### src/rtl/alu_seq_pkg.sv
// Shared types and opcode constants for the register-register ALU control sequencer.
package alu_seq_pkg;

  localparam int OPW = 5;

  typedef enum logic [2:0] {
    ST_IDLE  = 3'd0,
    ST_T0    = 3'd1,
    ST_T1    = 3'd2,
    ST_T2    = 3'd3,
    ST_T3    = 3'd4,
    ST_T4    = 3'd5,
    ST_T5    = 3'd6,
    ST_FAULT = 3'd7
  } state_t;

  localparam logic [OPW-1:0] OP_ADD  = 5'b00011;
  localparam logic [OPW-1:0] OP_SUB  = 5'b00100;
  localparam logic [OPW-1:0] OP_AND  = 5'b00101;
  localparam logic [OPW-1:0] OP_OR   = 5'b00110;
  localparam logic [OPW-1:0] OP_SHR  = 5'b00111;
  localparam logic [OPW-1:0] OP_SHRA = 5'b01000;
  localparam logic [OPW-1:0] OP_SHL  = 5'b01001;
  localparam logic [OPW-1:0] OP_ROR  = 5'b01010;
  localparam logic [OPW-1:0] OP_ROL  = 5'b01011;

  localparam logic [OPW-1:0] OP_LEGAL_MIN = OP_ADD;
  localparam logic [OPW-1:0] OP_LEGAL_MAX = OP_ROL;

  function automatic logic op_is_legal(input logic [OPW-1:0] op);
    return (op >= OP_LEGAL_MIN) && (op <= OP_LEGAL_MAX);
  endfunction

endpackage

### src/rtl/alu_seq_ctrl_reg_sel_decoder.sv
// Register-field to one-hot select decoder; all outputs low when disabled.
module reg_sel_decoder
  import alu_seq_pkg::*;
#(
  parameter  int RW       = 4,
  localparam int NUM_REGS = 2**RW
) (
  input  logic                i_en,
  input  logic [RW-1:0]       i_sel,
  output logic [NUM_REGS-1:0] o_onehot
);

  genvar gi;
  generate
    for (gi = 0; gi < NUM_REGS; gi++) begin : g_bit
      assign o_onehot[gi] = i_en && (i_sel == RW'(gi));
    end
  endgenerate

endmodule

### src/rtl/alu_seq_ctrl.sv
// Fetch/decode/execute control sequencer for register-register ALU instructions on the
// single-bus datapath. Outputs are a pure decode of state plus the fields latched in T3.
module alu_seq_ctrl
  import alu_seq_pkg::*;
#(
  parameter  int RW       = 4,
  localparam int NUM_REGS = 2**RW
) (
  input  logic                clk,
  input  logic                clear,
  input  logic                start,
  input  logic                run,
  input  logic                mem_ready,
  input  logic [31:0]         ir,
  input  logic                fault_ack,
  output logic                PCout,
  output logic                Zlowout,
  output logic                MDRout,
  output logic                MARin,
  output logic                Zin,
  output logic                PCin,
  output logic                MDRin,
  output logic                IRin,
  output logic                Yin,
  output logic                IncPC,
  output logic                Read,
  output logic [OPW-1:0]      Operator,
  output logic [NUM_REGS-1:0] reg_in,
  output logic [NUM_REGS-1:0] reg_out,
  output logic                busy,
  output logic                done,
  output logic                fault
);

  state_t         r_state;
  state_t         w_state_next;
  logic [OPW-1:0] r_op;
  logic [RW-1:0]  r_ra;
  logic [RW-1:0]  r_rc;
  logic           r_in_t1;

  logic [OPW-1:0] w_op;
  logic [RW-1:0]  w_ra;
  logic [RW-1:0]  w_rb;
  logic [RW-1:0]  w_rc;
  logic           w_rin_en;
  logic           w_rout_en;
  logic [RW-1:0]  w_rout_sel;

  assign w_op = ir[31:27];
  assign w_ra = ir[26 -: RW];
  assign w_rb = ir[26-RW -: RW];
  assign w_rc = ir[26-2*RW -: RW];

  // Low IR bits are immediate/unused for this instruction class.
  generate
    if (3*RW < 27) begin : g_spare
      logic w_unused_ir;
      assign w_unused_ir = ^ir[26-3*RW:0];
    end
  endgenerate

  always_ff @(posedge clk or posedge clear) begin
    if (clear) begin
      r_state <= ST_IDLE;
      r_op    <= '0;
      r_ra    <= '0;
      r_rc    <= '0;
      r_in_t1 <= 1'b0;
    end else begin
      r_state <= w_state_next;
      // Marks T1 wait cycles so PC is only loaded on the first T1 cycle.
      r_in_t1 <= (r_state == ST_T1);
      if (r_state == ST_T3) begin
        r_op <= w_op;
        r_ra <= w_ra;
        r_rc <= w_rc;
      end
    end
  end

  always_comb begin
    w_state_next = r_state;
    PCout        = 1'b0;
    Zlowout      = 1'b0;
    MDRout       = 1'b0;
    MARin        = 1'b0;
    Zin          = 1'b0;
    PCin         = 1'b0;
    MDRin        = 1'b0;
    IRin         = 1'b0;
    Yin          = 1'b0;
    IncPC        = 1'b0;
    Read         = 1'b0;
    Operator     = '0;
    w_rin_en     = 1'b0;
    w_rout_en    = 1'b0;
    w_rout_sel   = r_rc;
    done         = 1'b0;
    fault        = 1'b0;
    busy         = (r_state != ST_IDLE) && (r_state != ST_FAULT);

    case (r_state)
      ST_IDLE: begin
        if (start) w_state_next = ST_T0;
      end
      ST_T0: begin
        PCout        = 1'b1;
        MARin        = 1'b1;
        IncPC        = 1'b1;
        Zin          = 1'b1;
        w_state_next = ST_T1;
      end
      ST_T1: begin
        Zlowout = 1'b1;
        PCin    = !r_in_t1;
        Read    = 1'b1;
        MDRin   = 1'b1;
        if (mem_ready) w_state_next = ST_T2;
      end
      ST_T2: begin
        MDRout       = 1'b1;
        IRin         = 1'b1;
        w_state_next = ST_T3;
      end
      ST_T3: begin
        // rb comes straight from IR; op/ra/rc are latched on this edge.
        w_rout_en    = 1'b1;
        w_rout_sel   = w_rb;
        Yin          = 1'b1;
        w_state_next = op_is_legal(w_op) ? ST_T4 : ST_FAULT;
      end
      ST_T4: begin
        w_rout_en    = 1'b1;
        w_rout_sel   = r_rc;
        Operator     = r_op;
        Zin          = 1'b1;
        w_state_next = ST_T5;
      end
      ST_T5: begin
        Zlowout      = 1'b1;
        w_rin_en     = 1'b1;
        done         = 1'b1;
        w_state_next = run ? ST_T0 : ST_IDLE;
      end
      ST_FAULT: begin
        fault = 1'b1;
        if (fault_ack) w_state_next = ST_IDLE;
      end
      default: w_state_next = ST_IDLE;
    endcase
  end

  reg_sel_decoder #(.RW(RW)) u_rin_dec (
    .i_en     (w_rin_en),
    .i_sel    (r_ra),
    .o_onehot (reg_in)
  );

  reg_sel_decoder #(.RW(RW)) u_rout_dec (
    .i_en     (w_rout_en),
    .i_sel    (w_rout_sel),
    .o_onehot (reg_out)
  );

endmodule
### config.mk
export PLATFORM = sky130hd
export DESIGN_NAME = alu_seq_ctrl
export DESIGN_NICKNAME = d
export VERILOG_FILES = /design/src/rtl/alu_seq_pkg.sv /design/src/rtl/alu_seq_ctrl_reg_sel_decoder.sv /design/src/rtl/alu_seq_ctrl.sv
export SDC_FILE = /design/constraint.sdc
export NUM_CORES = 1
export LEC_CHECK = 0
export ABC_AREA = 1
export BUFFER_PORTS_ARGS = -buffer_cell sky130_fd_sc_hd__buf_4
export CORE_MARGIN = 1
export CORE_UTILIZATION = 36
export CTS_CLUSTER_DIAMETER = 200
export DETAILED_ROUTE_END_ITERATION = 12
export PLACE_DENSITY_LB_ADDON = 0.2
export RECOVER_POWER = 25
export SLEW_MARGIN = 20
export SYNTH_ARGS = -nofsm -noshare
export SYNTH_HDL_FRONTEND = slang
export SYNTH_HIERARCHICAL = 1
export SYNTH_SLANG_ARGS = --single-unit
### constraint.sdc
create_clock -name clk -period 1.3 [get_ports clk]
set_input_delay 0 -clock clk [delete_from_list [all_inputs] [get_ports clk]]
set_output_delay 0 -clock clk [all_outputs]
set_load 0.1 [all_outputs]
==> impl_table.tex, run 1 <==
\begin{tabular}{lr}
\hline
Metric & Value \\
\hline
\multicolumn{2}{l}{\textbf{Floorplanning}} \\
\quad Number of I/O pins & 89 \\
\quad Site Rows & 20 \\
\quad Die Y & $\sim$59 um \\
\quad Starting Density & a little under two fifths \\
\quad Die X & $\sim$59 um \\
\multicolumn{2}{l}{\textbf{Status}} \\
\quad Last stage the flow got to & 4\_1\_cts \\
\quad Halt Reason & [ERROR DPL-0038] Utilization greater than 100\%, impossible to legalize \\
\quad Result of the run & stopped before the end \\
\multicolumn{2}{l}{\textbf{Logic synthesis}} \\
\quad Yosys top cell area share & a little under two fifths \\
\quad Net count of the mapped netlist & 226 \\
\quad Combinational family with the most area after synthesis & simple AND/OR/NAND/NOR gates \\
\quad Share of synthesized area occupied by flip-flops and latches & 36.92\% \\
\quad Simple logic cell fraction of the synthesized area & 46.15\% \\
\quad Dominant cell type by area after synthesis & sky130\_fd\_sc\_hd\_\_dfrtp\_1 \\
\quad Syn Std Cell Area & around 1200 um\^{}2 \\
\quad Arithmetic-cell share of the synthesized area counting full adders, half adders and majority gates & 0\% \\
\quad Xor/xnor share of the synthesized area & 0\% \\
\quad Biggest area contributors in the synthesized netlist & sky130\_fd\_sc\_hd\_\_dfrtp\_1 37\%, sky130\_fd\_sc\_hd\_\_nand2\_1 21\%, sky130\_fd\_sc\_hd\_\_nor2\_1 16\%, sky130\_fd\_sc\_hd\_\_inv\_1 7.8\%, sky130\_fd\_sc\_hd\_\_nand3\_1 4.8\% \\
\quad Post-synthesis area per instance & 6.130 um\^{}2 \\
\quad Seq cells post-synth & 17 \\
\quad Warnings, synthesis & 6 \\
\quad Share of cell area taken by muxes after synthesis & 0\% \\
\quad Unique cell type count in the Yosys netlist & 16 \\
\quad Gate count after technology mapping & approximately 190 \\
\quad Fraction of the mapped netlist area in compound gates & under 10\% \\
\multicolumn{2}{l}{\textbf{CTS}} \\
\quad Number of cells upsized or downsized after cts & 202 \\
\quad Root buf cell & sky130\_fd\_sc\_hd\_\_clkbuf\_4 \\
\quad Max Root-Sink Buffers & 2 \\
\quad Number of clock buffers inserted by TritonCTS & 3 \\
\quad H-tree depth reported by CTS & 1 \\
\quad Clock sinks & 17 \\
\quad Hold-fix buffers at CTS & 15 \\
\quad Buffer count from post-CTS setup fixing & 16 \\
\multicolumn{2}{l}{\textbf{Placed design}} \\
\quad Port Buffers & 73 \\
\quad Half-perimeter wire length after placement & between 3000 and 4000 um \\
\quad Cell area reported after detailed placement & about 2400 um\^{}2 \\
\quad Weighted congestion at the end of routability-driven global placement & roughly 0.84 \\
\hline
\end{tabular}
==> cell families after synthesis <==
| family | Yosys count |
|---|---|
| AO/OA/AOI/OAI | 9 |
| AND/OR/NAND/NOR | 130 |
| buffers and inverters | 32 |
| flip-flops | 17 |
==> through the flow <==
step	instances	setup WS (ps)	util, %	setup TNS [ps]
after floorplan	188	-699.4	-	-24990
after global placement	318	-214.0	77.46	-5284
after detailed placement	318	-275.6	77.46	-6805
==> cell usage after synthesis, drive strengths merged <==
library cell / count
a21oi: 1
buf: 7
dfrtp: 17
inv: 25
nand2: 67
nand3: 12
nand3b: 2
nor2: 49
o21ai: 8
==> run 2: changes to the inputs <==
CORE_AREA = 2 2 63 65   (was default)
CORE_MARGIN = default   (was 1)
CORE_UTILIZATION = default   (was 36)
CTS_CLUSTER_DIAMETER = default   (was 200)
DIE_AREA = 0 0 65 67   (was default)
PLACE_DENSITY_LB_ADDON = 0.15   (was 0.2)
clock period = 1.7 ns   (was 1.3 ns; I/O delays follow)
==> run 2 against run 1 <==
- the flow now finishes, with violations (negative setup slack)
- area after synthesis unchanged
- synthesized cell count unchanged
==> impl_table.tex, run 2 <==
\begin{tabular}{lr}
\hline
Metric & Value \\
\hline
\multicolumn{2}{l}{\textbf{Final layout}} \\
\quad Filler Cells Inserted & 198 \\
\quad Top library cells by usage in the layout, fill and taps aside & 48 x sky130\_fd\_sc\_hd\_\_nand2\_1, 48 x sky130\_fd\_sc\_hd\_\_buf\_4, 39 x sky130\_fd\_sc\_hd\_\_nor2\_4 \\
\quad Area added between synthesis and finish & 154.5\% \\
\quad Number of cells in the finished layout apart from fillers & $\sim$340 \\
\quad Max reg flops & 5 \\
\quad Share of final-layout standard cells stronger than drive strength 1 & 61.11\% \\
\quad Reg with most FFs & r\_op \\
\quad Antenna Cells & 0 \\
\quad Layout Cell Area excl Fill & between 2000 and 3000 um\^{}2 \\
\quad Nets & around 330 \\
\quad Largest regs & r\_op: 5 flops, r\_ra: 4 flops, r\_rc: 4 flops \\
\multicolumn{2}{l}{\textbf{CTS}} \\
\quad H-tree depth reported by CTS & 1 (unchanged) \\
\quad Clock sinks & 17 (unchanged) \\
\quad Clock transition at the registers of the reported paths & 70 ps \\
\quad Number of clock buffers inserted by TritonCTS & 3 (unchanged) \\
\quad Max Root-Sink Buffers & 2 (unchanged) \\
\quad Clock insertion delay at the later pin of the skew report & 240 ps \\
\quad Clock tree from TritonCTS & done \\
\quad Root buf cell & sky130\_fd\_sc\_hd\_\_clkbuf\_8 \\
\multicolumn{2}{l}{\textbf{Power}} \\
\quad Power Density & roughly 1900 nW/um\^{}2 \\
\quad Post-layout total power & between 5 and 6 mW \\
\quad Worst vdd ir & between 1.5 and 2 mV \\
\quad Static Leak & about 1.3 nW \\
\multicolumn{2}{l}{\textbf{Logic synthesis}} \\
\quad Dominant cell type by area after synthesis & sky130\_fd\_sc\_hd\_\_dfrtp\_1 \\
\quad Biggest area contributors in the synthesized netlist & sky130\_fd\_sc\_hd\_\_dfrtp\_1 37\%, sky130\_fd\_sc\_hd\_\_nand2\_1 21\%, sky130\_fd\_sc\_hd\_\_nor2\_1 16\%, sky130\_fd\_sc\_hd\_\_inv\_1 7.8\%, sky130\_fd\_sc\_hd\_\_nand3\_1 4.8\% \\
\quad Top cells by instance count after synthesis & 65 x sky130\_fd\_sc\_hd\_\_nand2\_1, 48 x sky130\_fd\_sc\_hd\_\_nor2\_1, 24 x sky130\_fd\_sc\_hd\_\_inv\_1 \\
\quad Library cell with the highest instance count after synthesis & sky130\_fd\_sc\_hd\_\_nand2\_1 \\
\quad Dominant register cell in the synthesized netlist & sky130\_fd\_sc\_hd\_\_dfrtp\_1 \\
\quad Fraction of the mapped netlist area in compound gates & 3.909\% (unchanged) \\
\quad Arithmetic-cell share of the synthesized area counting full adders, half adders and majority gates & 0\% (unchanged) \\
\quad Number of flops mapped to enable cells by yosys & 0 (unchanged) \\
\quad Combinational family with the most area after synthesis & simple AND/OR/NAND/NOR gates \\
\quad Post-synthesis area per instance & 6.130 um\^{}2 (unchanged) \\
\quad Yosys top cell area share & 36.92\% (unchanged) \\
\quad Net count of the mapped netlist & 226 (unchanged) \\
\quad Seq cells post-synth & 17 (unchanged) \\
\quad Share of cell area taken by muxes after synthesis & 0\% (unchanged) \\
\quad Warnings, synthesis & 6 (unchanged) \\
\quad Xor/xnor share of the synthesized area & 0\% (unchanged) \\
\quad Gate count after technology mapping & 188 (unchanged) \\
\quad Unique cell type count in the Yosys netlist & 16 (unchanged) \\
\quad Simple logic cell fraction of the synthesized area & 46.15\% (unchanged) \\
\quad Share of synthesized area occupied by flip-flops and latches & 36.92\% (unchanged) \\
\quad Syn Std Cell Area & 1152 um\^{}2 (unchanged) \\
\quad Post-synthesis async set-or-reset flop share & 100.0\% (unchanged) \\
\multicolumn{2}{l}{\textbf{STA}} \\
\quad Number of pins with negative max-slew slack in the final report & 0 \\
\quad Maximum clock frequency & around 560 MHz \\
\quad Final hold vios & 0 \\
\quad Final worst path period share & 104.6\% \\
\quad Shortest clock period the worst path allows after layout & about 1800 ps \\
\quad Max-slew headroom at the worst pin & about three fifths \\
\quad Slew at the pin with the worst max-slew slack & about 630 ps \\
\quad Total Neg Setup Slack & -587.9 ps \\
\quad Count of endpoints failing setup in the final report & 15 \\
\quad Worst setup slack after layout & -77.74 ps \\
\quad Setup repair after global routing missed its margin & true \\
\quad Max Clock Skew & around 2.8 ps \\
\multicolumn{2}{l}{\textbf{Critical path}} \\
\quad Delay contributed by the slowest stage of the critical path & 390 ps \\
\quad Worst setup path class & register to primary output \\
\quad Worst path cell trace & inv\_2, nand2\_2, nor2\_4, inv\_4, nand2\_4, nand2\_4, inv\_4, nand3\_4, nor2\_4, buf\_12 \\
\quad Critical Path Start Type & register \\
\quad Crit. End Element & primary output \\
\quad Critical path arrival & approximately 1800 ps \\
\quad Critical path data required time & 1700 ps \\
\quad Worst r2r path cells & 10 \\
\quad Slowest stage cell on the critical path & sky130\_fd\_sc\_hd\_\_dfrtp\_1 \\
\quad Worst-path fanout max & 5 \\
\multicolumn{2}{l}{\textbf{GRT}} \\
\quad Number of antenna violations at the first check in global routing & 0 \\
\quad Maximum number of pins on one net before global-route repair & 18 \\
\quad Number of global-route vias before repair & 1,475 \\
\quad Global-route wire length before repair & 6831 um \\
\quad Overall Global Routing Usage & between 20\% and 30\% \\
\quad Total global routing overflow & 0 \\
\multicolumn{2}{l}{\textbf{Placed design}} \\
\quad Cell area reported after detailed placement & 2248 um\^{}2 (-4.9\%) \\
\quad Weighted congestion at the end of routability-driven global placement & 0.7927 (-5.2\%) \\
\quad Half-perimeter wire length after placement & 2702 um (-13\%) \\
\quad Number of instances in the placed design & 310 (-2.5\%) \\
\quad Port Buffers & 73 (unchanged) \\
\quad Worst slack after detailed placement & 76.11 ps (+351.7 ps) \\
\multicolumn{2}{l}{\textbf{Worst hold path}} \\
\quad Path category of the worst min-delay check & primary input to register \\
\quad Hold path cells & 3 \\
\multicolumn{2}{l}{\textbf{Job}} \\
\quad Reported max-cap violation count & 0 \\
\multicolumn{2}{l}{\textbf{Detailed routing}} \\
\quad Total Wirelength & 4644 um \\
\quad Detailed-router iteration count before antenna repair & 4 \\
\quad Starting DRT DRC Count & 70 \\
\quad Post-route antenna net violation count & 0 \\
\quad Detail-routed net length per standard cell & $\sim$14 um \\
\quad Vias per inst & around 4.6 \\
\quad Vias after detailed routing & $\sim$1,600 \\
\quad Detailed-route DRC error count & 0 \\
\multicolumn{2}{l}{\textbf{Floorplanning}} \\
\quad Number of I/O pins & 89 (unchanged) \\
\quad Starting Density & 31.96\% (-5.8 points) \\
\quad Die area & 4355 um\^{}2 \\
\quad Core footprint & between 3000 and 4000 um\^{}2 \\
\quad Die Y & 67 um (+14\%) \\
\quad Die X & 65 um (+11\%) \\
\quad Site Rows & 22 (+10\%) \\
\multicolumn{2}{l}{\textbf{Status}} \\
\quad Violations in the final reports & negative setup slack \\
\quad Result of the run & finished with violations \\
\hline
\end{tabular}
-- run 2: cell counts after synthesis --
No cell type changed its count.
-- run 2: through the flow --
stage / hold slack [ps] / utilization, %
2_1_floorplan: -73.93 / -
3_3_place_gp: 136.6 / 62.35
3_5_place_dp: 141.5 / 62.35
4_1_cts: 4.110 / 78.14
5_1_grt: 17.43 / 81.33
6_report: 0.6451 / 81.33
-- run 2: routing by layer --
layer | GRT usage, % | wire length, um | up-vias
met5 | 0 | 0 | -
met4 | 1.064 | 14 | 0
met3 | 3.209 | 222 | 2
met2 | 38.66 | 2761 | 52
met1 | 24.22 | 1646 | 723
li1 | - | - | 775
-- run 2: final cells by class --
| type | instances | area (um^2) | share of cell area [%] |
|---|---|---|---|
| Clock buffer | 4 | 45.04 | 1.536 |
| Inverter | 25 | 118.9 | 4.053 |
| Multi-Input combinational cell | 139 | 1134 | 38.65 |
| Sequential cell | 17 | 425.4 | 14.51 |
| Tap cell | 48 | 60.06 | 2.048 |
| Timing Repair Buffer | 103 | 1150 | 39.21 |
-- run 2: kinds of logic after synthesis --
group                  Yosys count
buffers and inverters           32
AND/OR/NAND/NOR                130
flip-flops                      17
AO/OA/AOI/OAI                    9
-- run 2: final timing paths --
kind | startpoint | to | slack [ps]
max | r_state[1] | reg_out[1] | -80
min reg2reg | r_ra[3] | r_ra[3] | 530
min in group asynchronous | clear | r_op[4] | 390
min | ir[30] | r_op[3] | 0.6
max reg2reg | r_state[1] | r_state[1] | 290
max in group asynchronous | clear | r_rc[2] | 900
-- run 2: critical path, delay by kind of cell, from the launching register on --
family | cells | cell delay [ps]
AND/OR/NAND/NOR | 6 | 690
buffers and inverters | 4 | 440
flip-flops | 1 | 390
-- run 2: timing repair --
item                                   in CTS  in global routing
endpoints found under the hold margin      29                  0
buffers inserted                            7                  2
resized for setup                          83                 18
pin swaps                                  15                  4
setup endpoints to repair                  37                 37
gates cloned                                0                  0
hold buffers                               13                  0
-- run 2: power by group --
group,internal (mW),switching [mW],total (mW)
logic,1.22,3.28,4.50
clock network,0.166,0.129,0.295
registers,0.607,0.190,0.796
(Power assumes the default switching activity.)
==> run 3: changes to the inputs <==
ABC_AREA = default   (was 1)
CELL_PAD_IN_SITES_DETAIL_PLACEMENT = 1   (was default)
CELL_PAD_IN_SITES_GLOBAL_PLACEMENT = 2   (was default)
CORE_AREA = default   (was 2 2 63 65)
CORE_MARGIN = 1   (was default)
CORE_UTILIZATION = 19   (was default)
DIE_AREA = default   (was 0 0 65 67)
==> run 3 against run 2 <==
- the flow still finishes with violations (negative setup slack)
- first-iteration DRC count shrank 73%
- via count shrank 11%
- global-route usage shrank 4.0 points
- sequential power shrank 3.9%
- register-to-register slack lost 240 ps
- critical endpoint is now reg_out[0]
- largest cell class unchanged
- largest power group unchanged
==> impl_table.tex, run 3 <==
\begin{tabular}{lr}
\hline
Metric & Value \\
\hline
\multicolumn{2}{l}{\textbf{Placed design}} \\
\quad Weighted congestion at the end of routability-driven global placement & 0.7470 (-5.8\%) \\
\quad Cell area reported after detailed placement & 2278 um\^{}2 (+1.3\%) \\
\quad Port Buffers & 73 (unchanged) \\
\quad Half-perimeter wire length after placement & 3375 um (+25\%) \\
\multicolumn{2}{l}{\textbf{Status}} \\
\quad Result of the run & finished with violations \\
\quad Violations in the final reports & negative setup slack \\
\multicolumn{2}{l}{\textbf{Logic synthesis}} \\
\quad Yosys top cell area share & 37.36\% (+0.45 points) \\
\quad Post-synthesis area per instance & 8.372 um\^{}2 (+37\%) \\
\quad Number of flops mapped to enable cells by yosys & 0 (unchanged) \\
\quad Warnings, synthesis & 6 (unchanged) \\
\quad Share of cell area taken by muxes after synthesis & 12.20\% (+12 points) \\
\quad Xor/xnor share of the synthesized area & 0\% (unchanged) \\
\quad Syn Std Cell Area & 1139 um\^{}2 (-1.2\%) \\
\quad Fraction of the mapped netlist area in compound gates & 7.143\% (+3.2 points) \\
\quad Seq cells post-synth & 17 (unchanged) \\
\quad Net count of the mapped netlist & 174 (-23\%) \\
\quad Biggest area contributors in the synthesized netlist & sky130\_fd\_sc\_hd\_\_dfrtp\_1 37\%, sky130\_fd\_sc\_hd\_\_mux2\_4 9.2\%, sky130\_fd\_sc\_hd\_\_nor2\_1 8.9\%, sky130\_fd\_sc\_hd\_\_o21ai\_0 4.4\%, sky130\_fd\_sc\_hd\_\_inv\_1 4.3\% \\
\quad Post-synthesis async set-or-reset flop share & 100.0\% (unchanged) \\
\quad Simple logic cell fraction of the synthesized area & 33.30\% (-13 points) \\
\quad Unique cell type count in the Yosys netlist & 26 (+10) \\
\quad Arithmetic-cell share of the synthesized area counting full adders, half adders and majority gates & 0\% (unchanged) \\
\quad Combinational family with the most area after synthesis & simple AND/OR/NAND/NOR gates \\
\quad Top cells by instance count after synthesis & 27 x sky130\_fd\_sc\_hd\_\_nor2\_1, 17 x sky130\_fd\_sc\_hd\_\_dfrtp\_1, 13 x sky130\_fd\_sc\_hd\_\_inv\_1 \\
\quad Share of synthesized area occupied by flip-flops and latches & 37.36\% (+0.45 points) \\
\quad Gate count after technology mapping & 136 (-28\%) \\
\quad Dominant cell type by area after synthesis & sky130\_fd\_sc\_hd\_\_dfrtp\_1 \\
\quad Dominant register cell in the synthesized netlist & sky130\_fd\_sc\_hd\_\_dfrtp\_1 \\
\quad Library cell with the highest instance count after synthesis & sky130\_fd\_sc\_hd\_\_nor2\_1 \\
\multicolumn{2}{l}{\textbf{CTS}} \\
\quad Root buf cell & sky130\_fd\_sc\_hd\_\_clkbuf\_8 \\
\quad Clock tree from TritonCTS & done \\
\quad Number of clock buffers inserted by TritonCTS & 3 (unchanged) \\
\quad Clock transition at the registers of the reported paths & 70 ps (about the same) \\
\quad H-tree depth reported by CTS & 1 (unchanged) \\
\quad Clock insertion delay at the later pin of the skew report & 250 ps (about the same) \\
\quad Max Root-Sink Buffers & 2 (unchanged) \\
\quad Clock sinks & 17 (unchanged) \\
\multicolumn{2}{l}{\textbf{Critical path}} \\
\quad Critical Path Start Type & register \\
\quad Crit. End Element & primary output \\
\quad Worst setup path class & register to primary output \\
\quad Critical path arrival & 2140 ps (+360 ps) \\
\quad Critical path data required time & 1700 ps (about the same) \\
\quad Worst-path fanout max & 5 (unchanged) \\
\multicolumn{2}{l}{\textbf{Final layout}} \\
\quad Antenna Cells & 0 (unchanged) \\
\quad Share of final-layout standard cells stronger than drive strength 1 & 70.56\% (+9.5 points) \\
\quad Layout Cell Area excl Fill & 3049 um\^{}2 (+4.0\%) \\
\quad Filler Cells Inserted & 578 (+190\%) \\
\quad Most common cell after layout, fill and taps aside & sky130\_fd\_sc\_hd\_\_buf\_4 \\
\quad Top library cells by usage in the layout, fill and taps aside & 50 x sky130\_fd\_sc\_hd\_\_buf\_4, 34 x sky130\_fd\_sc\_hd\_\_buf\_12, 27 x sky130\_fd\_sc\_hd\_\_nor2\_4 \\
\quad Largest regs & r\_op: 5 flops, r\_ra: 4 flops, r\_rc: 4 flops \\
\quad Nets & 287 (-12\%) \\
\quad Final design utilization & 54.05\% (-27 points) \\
\quad Max reg flops & 5 (unchanged) \\
\quad Reg with most FFs & r\_op \\
\quad Area added between synthesis and finish & 167.8\% \\
\multicolumn{2}{l}{\textbf{STA}} \\
\quad Count of endpoints failing setup in the final report & 32 (+17) \\
\quad Shortest clock period the worst path allows after layout & 2139 ps (+361.4 ps) \\
\quad Setup repair after global routing missed its margin & true \\
\quad Final hold vios & 0 (unchanged) \\
\quad Max-slew headroom at the worst pin & 54.20\% (-3.9 points) \\
\quad Worst setup slack after layout & -439.1 ps (-361.4 ps) \\
\quad Max Clock Skew & 1.517 ps (-1.326 ps) \\
\quad Maximum clock frequency & 467.5 MHz (-17\%) \\
\quad Slew at the pin with the worst max-slew slack & 686.3 ps (+58.54 ps) \\
\quad Number of pins with negative max-slew slack in the final report & 0 (unchanged) \\
\quad Final worst path period share & 125.8\% (+21 points) \\
\multicolumn{2}{l}{\textbf{Detailed routing}} \\
\quad Vias per inst & 4.300 (-6.9\%) \\
\quad Starting DRT DRC Count & 19 (-73\%) \\
\quad Detailed-router iteration count before antenna repair & 2 (-2) \\
\quad Total Wirelength & 4806 um (+3.5\%) \\
\quad Detail-routed net length per standard cell & 15.02 um (+8.7\%) \\
\quad Detailed-route DRC error count & 0 (unchanged) \\
\quad Vias after detailed routing & 1,376 (-11\%) \\
\quad Post-route antenna net violation count & 0 (unchanged) \\
\multicolumn{2}{l}{\textbf{GRT}} \\
\quad Global-route wire length before repair & 7748 um (+13\%) \\
\quad Overall Global Routing Usage & 15.97\% (-4.0 points) \\
\quad Number of antenna violations at the first check in global routing & 0 (unchanged) \\
\quad Maximum number of pins on one net before global-route repair & 18 (unchanged) \\
\quad Number of global-route vias before repair & 1,524 (+3.3\%) \\
\quad Total global routing overflow & 0 (unchanged) \\
\multicolumn{2}{l}{\textbf{Floorplanning}} \\
\quad Number of I/O pins & 89 (unchanged) \\
\quad Die X & 79.41 um (+22\%) \\
\quad Core footprint & 5642 um\^{}2 (+56\%) \\
\quad Site Rows & 27 (+23\%) \\
\quad Starting Density & 20.18\% (-12 points) \\
\quad Die area & 6306 um\^{}2 (+45\%) \\
\quad Die Y & 79.41 um (+19\%) \\
\multicolumn{2}{l}{\textbf{Power}} \\
\quad Worst vdd ir & 1.197 mV (-34\%) \\
\quad Post-layout total power & 5.576 mW (-0.24\%) \\
\quad Static Leak & 1.319 nW (+3.9\%) \\
\quad Power Density & 1829 nW/um\^{}2 (-4.0\%) \\
\multicolumn{2}{l}{\textbf{Worst hold path}} \\
\quad Path category of the worst min-delay check & primary input to register \\
\multicolumn{2}{l}{\textbf{Job}} \\
\quad Reported max-cap violation count & 0 (unchanged) \\
\hline
\end{tabular}
## run 3: cell types whose count changed after synthesis, moves of 4 or more
| cell | delta |
|---|---|
| sky130_fd_sc_hd__nand2b_1 | +4 |
| sky130_fd_sc_hd__mux2_4 | +7 |
| sky130_fd_sc_hd__inv_1 | -11 |
| sky130_fd_sc_hd__o21ai_1 | -5 |
| sky130_fd_sc_hd__and3_1 | +5 |
| sky130_fd_sc_hd__nor2_1 | -21 |
| sky130_fd_sc_hd__nand3_1 | -8 |
| sky130_fd_sc_hd__o21ai_0 | +7 |
| sky130_fd_sc_hd__nand2_1 | -56 |
| sky130_fd_sc_hd__nor3_1 | +7 |
## run 3: final timing paths
kind	endpoint	startpoint	cells past startpoint	slack (ps)
hold reg to reg	r_op[2]	r_op[2]	1	500
max in group asynchronous	r_ra[0]	clear	3	850
setup reg to reg	r_op[1]	r_state[1]	5	50
min in group asynchronous	r_rc[0]	clear	3	410
setup / recovery	reg_out[0]	r_state[1]	6	-440
hold / removal	r_rc[1]	ir[16]	3	20
## run 3: what timing repair did
item                                   4_1_cts  5_1_grt
cloned                                       1        0
setup buffers                                7        3
setup endpoints to repair                   35       53
hold buffers                                12        0
resized for setup                          117       14
endpoints found under the hold margin       28        0
pin swaps                                    9        4
## run 3: cells by family (layout without fill, tap and decap cells)
logic type	count (synthesis)	count (layout)
and+or+nand+nor	72	73
AOI/OAI and AO/OA	15	15
DFF	17	17
buffers and inverters	22	133
muxes	10	10
## run 3: critical path, cell delays in order, from the launching register on
cell and delay (ps):
sky130_fd_sc_hd__dfrtp_1 410, sky130_fd_sc_hd__or3b_4 470, sky130_fd_sc_hd__nand2_4 100, sky130_fd_sc_hd__o21ai_4 60
sky130_fd_sc_hd__or3b_4 470, sky130_fd_sc_hd__nor3_4 180, sky130_fd_sc_hd__buf_12 200
## run 3: final cells by class
type	count	area, um^2	share of cell area (%)
repair buffers	116	1405	46.08
multi-input cells	98	1031	33.81
well taps	72	90.09	2.954
inverters	13	52.55	1.723
flip-flops and latches	17	425.4	13.95
clock buffers	4	45.04	1.477
## run 3: metrics by stage
stage	cells	hold WS [ps]	TNS [ps]	setup WS [ps]
final	320	21.25	-8765	-439.1
after global routing	320	15.10	-11340	-501.5
after CTS	318	12.50	-8162	-459.3
after detailed placement	294	145.7	-3006	-268.4
after global placement	294	131.0	-2223	-215.2
after floorplan	136	-73.93	-26240	-1082
## run 3: per-layer routing
layer	global-route usage, %	part of all wire [%]	up-vias	wire, um
met3	2.514	3.5	4	166
met5	0	0	-	0
li1	-	-	671	-
met2	32.59	59	43	2843
met1	17.05	37	658	1759
met4	2.727	0.79	0	38
## run 3: power breakdown
group	switching (mW)	internal (mW)
registers	0.152	0.613
clock network	0.132	0.166
logic	2.91	1.60
